<file path="config.mk">
export PLATFORM = sky130hd
export DESIGN_NAME = direction_input
export DESIGN_NICKNAME = d
export VERILOG_FILES = /design/src/rtl/direction_input.sv
export SDC_FILE = /design/constraint.sdc
export NUM_CORES = 1
export LEC_CHECK = 0
export BUFFER_PORTS_ARGS = -buffer_cell sky130_fd_sc_hd__clkbuf_2
export CELL_PAD_IN_SITES_DETAIL_PLACEMENT = 0
export CELL_PAD_IN_SITES_GLOBAL_PLACEMENT = 1
export CORE_UTILIZATION = 30
export CTS_CLUSTER_SIZE = 14
export DETAILED_ROUTE_END_ITERATION = 10
export GPL_TIMING_DRIVEN = 0
export PLACE_DENSITY = 0.62
export SETUP_SLACK_MARGIN = 0.02
export SYNTH_ARGS = -nofsm -noshare
export SYNTH_HDL_FRONTEND = slang
export SYNTH_SLANG_ARGS = --single-unit
export TNS_END_PERCENT = 30
</file>
<file path="constraint.sdc">
create_clock -name clk -period 2.7 [get_ports clk]
set_input_delay 0.27 -clock clk [delete_from_list [all_inputs] [get_ports clk]]
set_output_delay 0.27 -clock clk [all_outputs]
set_load 0.1 [all_outputs]
</file>
<file path="src/rtl/direction_input.sv">
// Button conditioner for the 2048 game: synchronizes and debounces the four raw
// buttons and turns each clean press into one registered one-hot direction pulse.
module direction_input #(
    parameter int DEBOUNCE_CYCLES = 250000,
    parameter int LOCKOUT_CYCLES  = 50000
) (
    input  logic       clk,
    input  logic       rst,
    input  logic       btn_right,
    input  logic       btn_left,
    input  logic       btn_up,
    input  logic       btn_down,
    output logic [3:0] direction,
    output logic       busy
);

    localparam int DB_W = $clog2(DEBOUNCE_CYCLES + 1);
    localparam int LK_W = $clog2(LOCKOUT_CYCLES + 1);
    localparam logic [DB_W-1:0] DB_LAST = DB_W'(DEBOUNCE_CYCLES - 1);
    localparam logic [LK_W-1:0] LK_LAST = LK_W'(LOCKOUT_CYCLES - 1);

    typedef enum logic [1:0] {
        IDLE    = 2'd0,
        EMIT    = 2'd1,
        LOCKOUT = 2'd2
    } state_t;

    // Bit order matches the one-hot output code: right, down, up, left.
    logic [3:0] btn_raw;
    assign btn_raw = {btn_left, btn_up, btn_down, btn_right};

    logic [3:0]      sync1_q, sync1_d;
    logic [3:0]      sync2_q, sync2_d;
    logic [3:0]      stable_q, stable_d;
    logic [3:0]      stable_dly_q, stable_dly_d;
    logic [DB_W-1:0] cnt_q [4];
    logic [DB_W-1:0] cnt_d [4];

    logic [3:0]      press;
    logic            cand_valid;

    state_t          state_q, state_d;
    logic [LK_W-1:0] lock_q, lock_d;
    logic [3:0]      dir_q, dir_d;
    logic [3:0]      pend_code_q, pend_code_d;
    logic            pend_valid_q, pend_valid_d;

    always_comb begin
        sync1_d      = btn_raw;
        sync2_d      = sync1_q;
        stable_dly_d = stable_q;
        stable_d     = stable_q;
        for (int i = 0; i < 4; i++) begin
            cnt_d[i] = '0;
            if (sync2_q[i] != stable_q[i]) begin
                if (cnt_q[i] == DB_LAST) begin
                    stable_d[i] = sync2_q[i];
                end else begin
                    cnt_d[i] = cnt_q[i] + 1'b1;
                end
            end
        end
    end

    // Simultaneous presses are ambiguous, so only a lone press is a candidate.
    assign press      = stable_q & ~stable_dly_q;
    assign cand_valid = $onehot(press);

    always_comb begin
        state_d      = state_q;
        lock_d       = lock_q;
        dir_d        = 4'b0000;
        pend_code_d  = pend_code_q;
        pend_valid_d = pend_valid_q;
        case (state_q)
            IDLE: begin
                if (cand_valid) begin
                    state_d = EMIT;
                    dir_d   = press;
                end
            end
            EMIT: begin
                state_d = LOCKOUT;
                lock_d  = '0;
            end
            LOCKOUT: begin
                if (lock_q == LK_LAST) begin
                    lock_d = '0;
                    if (pend_valid_q) begin
                        state_d      = EMIT;
                        dir_d        = pend_code_q;
                        pend_valid_d = 1'b0;
                    end else begin
                        state_d = IDLE;
                    end
                end else begin
                    lock_d = lock_q + 1'b1;
                end
            end
            default: state_d = IDLE;
        endcase
        // Written after the consume above so a press on the consume cycle survives.
        if (cand_valid && state_q != IDLE) begin
            pend_code_d  = press;
            pend_valid_d = 1'b1;
        end
    end

    always_ff @(posedge clk or negedge rst) begin
        if (!rst) begin
            sync1_q      <= '0;
            sync2_q      <= '0;
            stable_q     <= '0;
            stable_dly_q <= '0;
            for (int i = 0; i < 4; i++) begin
                cnt_q[i] <= '0;
            end
            state_q      <= IDLE;
            lock_q       <= '0;
            dir_q        <= '0;
            pend_code_q  <= '0;
            pend_valid_q <= 1'b0;
        end else begin
            sync1_q      <= sync1_d;
            sync2_q      <= sync2_d;
            stable_q     <= stable_d;
            stable_dly_q <= stable_dly_d;
            for (int i = 0; i < 4; i++) begin
                cnt_q[i] <= cnt_d[i];
            end
            state_q      <= state_d;
            lock_q       <= lock_d;
            dir_q        <= dir_d;
            pend_code_q  <= pend_code_d;
            pend_valid_q <= pend_valid_d;
        end
    end

    assign direction = dir_q;
    assign busy      = (state_q != IDLE);

endmodule

</file>
Word level (Yosys, flattened, before mapping)
Cells that the tools add are included.
{"block": "classes", "n_mux": 21, "bitwise_logic": 2, "n_eq_ne": 14, "add_sub_neg": 8, "n_reduce_logical": 12}
{"cell": "$mux W18", "n": 8}
{"cell": "$add A18 B1 Y18 const B", "n": 4}
{"cell": "$eq A18 B18 Y1 const B", "n": 4}
{"cell": "$pmux W16 S2", "n": 1}
{"cell": "$add A16 B1 Y16 const B", "n": 1}
{"cell": "$eq A16 B16 Y1 const B", "n": 1}
{"cell": "$mux W16", "n": 1}
{"cell": "$mux W4", "n": 3}
{"cell": "$reduce_and A2 Y1", "n": 6}
{"cell": "$pmux W4 S2", "n": 1}
{"cell": "$reduce_bool A2 Y1", "n": 4}
{"cell": "$pmux W2 S3", "n": 1}
{"cell": "$add A1 B1 Y2", "n": 2}
{"cell": "$and A4 B4 Y4", "n": 1}
{"cell": "$mux W1", "n": 4}
{"cell": "$mux W2", "n": 2}
{"cell": "$ne A1 B1 Y1", "n": 4}
{"cell": "$ne A2 B2 Y1 const B", "n": 2}
{"cell": "$not A4 Y4", "n": 1}
{"cell": "$add A2 B2 Y3", "n": 1}
{"cell": "$eq A3 B1 Y1 const B", "n": 1}
{"cell": "$eq A2 B1 Y1 const B", "n": 1}
{"cell": "$eq A2 B2 Y1 const B", "n": 1}
{"cell": "$logic_not A2 Y1", "n": 1}
{"cell": "$logic_and A1 B1 Y1", "n": 1}
{"block": "word_totals", "wordCells": 73, "output_inout_bits": 5, "register_bits": 115, "input_bits": 6}

Logic depth before layout (Yosys ltp)
{"block": "logic_depth", "depth_word": 8, "ltp_mapped": 9, "mapped_depth_nobuf": 9}

Least setup slack after synthesis
OpenSTA, ideal clock, no wires.
{"block": "synth_timing", "path_kind": "reg-to-reg", "from": "reg stable_q[0] (netlist: stable_dly_d[0])", "to": "reg state_q[1]", "path_slack_ns": 0.260, "t_arrival_ns": 2.315, "stages_incl_launch_ff": 10, "setup_ns": 0.125, "n_path_buf": 0, "synth_period_minus_slack_ns": 2.440, "required_ns": 2.575, "path_cell_list": "dfrtp_1 -> nand2b_1 -> inv_1 -> fa_1 -> ha_1 -> ha_1 -> nor3b_1 -> nor2_1 -> a21oi_1 -> mux2_2"}
{"block": "synth_between", "elab_chain_len": 6}
{"item": "start: declaration", "line_no": "34", "source": "logic [3:0] stable_q, stable_d;"}
{"item": "start signal: assignment", "line_no": "126", "source": "stable_q <= stable_d;"}
{"item": "$and A4 B4 Y4", "line_no": "66", "source": "assign press = stable_q & ~stable_dly_q;"}
{"item": "via press[0]", "line_no": "39", "source": "logic [3:0] press;"}
{"item": "$add A1 B1 Y2 (implied by the code)", "line_no": "67", "source": "assign cand_valid = $onehot(press);"}
{"item": "$add A2 B2 Y3 (implied by the code)", "line_no": "67"}
{"item": "$eq A3 B1 Y1", "line_no": "67"}
{"item": "$ne A2 B2 Y1 (no line)"}
{"item": "$reduce_and A2 Y1 (no line)"}
{"item": "end signal: assignment", "line_no": "131", "source": "state_q <= state_d;"}
{"item": "end: declaration", "line_no": "42", "source": "state_t state_q, state_d;"}
The timed path passes the listed nets, and every way through them passes these cells.
A chain may end at the register's enable or synchronous reset.

Worst setup path in the final report
Ends and elaborated chain as after synthesis.

==> results.cfg <==
[setup_path]
critPathMaxFanout = 4
crit_path_end_kind = flop
start_kind = flop
required_ns = 2.99
worstPathArrival_ns = 2.77
critical_path_class = reg2reg
worstSetupStartpoint = stable_dly_d[0]
reg2reg_from = stable_dly_d[0]

[routing]
firstDrtPassIters = 4
num_vias = 4077
drc = 0
wl_per_cell_um = 13.4
wl_um = 11000
ant_nets = 0
routed_via_density = 4.99
drt_iter0_markers = 226

[global_routing]
gr-usage-met3 = 0.0312
antenna_found_initial = 0
first_global_vias = 4080
grt_pass1_wl_um = 19800
grt_max_degree = 62
grt-busiest-layer = met2
overflow = 0
grt_usage = 0.129
grtUsageMet1 = 0.164
met2_usage = 0.205

[die]
dieArea_um2 = 19100
row_count = 49
die_x_um = 138
dieHeight_um = 138
initial_core_util = 0.308
core_um2 = 18100
io_pins = 11

[power_and_ir_drop]
p_leak_nw = 2.71
ir_drop_mv = 0.428
pwr_density_cell_nw_per_um2 = 608
p_total_w = 0.00399

[cts]
htree_levels = 4
clockRootBuffer = clkbuf_16
clock_sinks = 115
clkTransAtPathRegs_ns = 0.05
post_cts_buffers = 0
clk_latency_ns = 0.41
cts_tree = done
cts-root-to-sink-buffers = 2
cts_made_buffers = 17

[synth]
ys_ff_latch = 115
yosysUniqueCellTypes = 49
syn_area_per_cell_um2 = 10.3
synth_top_flop_cell = dfrtp_1
ys_seq_area_frac = 0.517
synth-edff-count = 0
async_reset_ff_frac = 1.00
synth_nets = 561
yosys_warnings = 0
netlist_instances = 543
netlist_area_um2 = 5570

[finish]
nNetsFinal = 596
drive_above_1_share = 0.116
post-route-util = 0.363
fillers = 1771
n_antenna_cell = 0
syn_to_final_growth_pct = 18.0

[sta]
fin_crit_sh = 0.919
slew_headroom = 0.552
finalHoldViolCount = 0
tightestPinTransition_ns = 0.669
period_needed_ns = 2.48
setup_viol_count_final = 0
clock-skew-final_ns = 0.00639
rsz0062_at_grt = false
clock.fmax_mhz = 403
maxSlewViolCount = 0

[placement]
port_buffers = 10
place_hpwl_um = 7450
place_congestion = 0.754

[outcome]
status = completed

[job]
cap_violations = 0

[worst_hold_path]
hp-class = reg2reg
hp-start = sync1_q[0]
[metal layers]
layer  share of wire  vias to the layer above
met1            0.47                     2031
met5               0                        -
li1                -                     1975
met4           0.025                        0
met2            0.47                       55
met3           0.032                       16
[cells by family (layout without fill, tap and decap cells)]
logic type / after synthesis / count (layout) / share of synthesized area
buffers and inverters: 34 / 79 / 0.0263
DFF: 115 / 115 / 0.517
xor gates and xnor gates: 72 / 72 / 0.113
adders and majority gates: 12 / 12 / 0.0283
and+or+nand+nor: 268 / 268 / 0.247
AOI/OAI and AO/OA: 35 / 35 / 0.0548
muxes: 7 / 7 / 0.0139
[synth_stat cells, types with 2 or more instances]
master,instances,share of area
nand2b_1,5,0.0056
nand2_1,32,0.022
nor4b_1,2,0.0031
o21ai_0,10,0.0090
buf_4,2,0.0027
nor4bb_1,2,0.0036
inv_1,23,0.016
clkbuf_1,5,0.0034
xor2_1,14,0.022
or3_1,4,0.0045
a2bb2o_1,3,0.0054
or4_1,3,0.0040
and4_1,2,0.0031
o41ai_4,3,0.015
nor3_1,16,0.014
dfrtp_1,115,0.52
nor4_1,33,0.037
o31ai_1,3,0.0040
nand4_1,27,0.030
buf_2,3,0.0027
nor2_1,91,0.061
nand3_1,34,0.031
mux2_2,6,0.012
nor3b_1,3,0.0040
or2_2,4,0.0045
xnor2_1,58,0.091
a21oi_1,7,0.0063
nor2b_1,2,0.0022
ha_1,11,0.025
[final timing paths]
kind | endpoint | slack, ns | cells after the start
min | sync2_q[0] | 0.34 | 0
max reg2reg | state_q[1] | 0.22 | 9
min in group asynchronous | lock_q[10] | 0.38 | 2
max in group asynchronous | cnt_q[0] | 1.65 | 3
min reg2reg | sync2_q[0] | 0.34 | 0
max | state_q[1] | 0.22 | 9
[repair_timing]
| item | CTS | global route |
|---|---|---|
| hold endpoints to repair | 58 | 0 |
| gates resized for setup | 0 | 3 |
| endpoints found under the setup margin | 0 | 9 |
| hold buffers | 5 | 0 |
[final cells by class]
| cell class | count | area, µm² | area share |
|---|---|---|---|
| flip-flops and latches | 115 | 2880 | 0.438 |
| repair buffers | 16 | 136 | 0.0208 |
| inverters | 23 | 86.3 | 0.0131 |
| multi-input cells | 394 | 2560 | 0.390 |
| well taps | 229 | 287 | 0.0436 |
| clock buffers | 24 | 512 | 0.0779 |
| clock inverters | 5 | 50.0 | 0.00762 |
| plain buffers | 11 | 60.1 | 0.00914 |
[registers in the layout, indices dropped and copies added (netlist names)]
name	count
cnt_q	72
lock_q	16
direction	4
pend_code_q	4
stable_dly_d	4
stable_dly_q	4
sync1_q	4
sync2_q	4
state_q	2
pend_valid_q	1
[per-stage QoR]
step	cells	setup WS [ns]	setup TNS (ns)	hold slack (ns)	instance area, µm²
after floorplan	543	0.260	0	-0.0256	5570
after global placement	782	-0.392	-44.14	0.334	5910
after detailed placement	783	0.0905	0	0.275	5940
after CTS	817	0.0682	0	0.348	6550
after global routing	817	0.0764	0	0.359	6570
final	817	0.220	0	0.345	6570
[report_power, final]
part | total (W) | switching (W) | internal (W) | leakage, nW
sequential | 0.00177 | 0.0000203 | 0.00175 | 1.58
combinational | 0.000103 | 0.0000674 | 0.0000356 | 0.846
clock | 0.00212 | 0.000736 | 0.00139 | 0.284
[cell usage in the layout, fill, tap and decap left out, drive strengths merged, types with 16 or more instances in the layout]
master,instances
xnor2,58
dfrtp,115
nand4,29
nor2,91
clkbuf,39
nor3,16
nand2,32
inv,23
nor4,33
nand3,34
[critical path, stage by stage (launching register included)]
cell and delay (ns):
dfrtp_1 0.41, nand2b_1 0.12, inv_1 0.07, fa_1 0.48, ha_1 0.20, ha_1 0.31, nor3b_4 0.21, nor2_1 0.08
a21oi_2 0.13, mux2_2 0.34
Power figures use the tool's default switching activity.
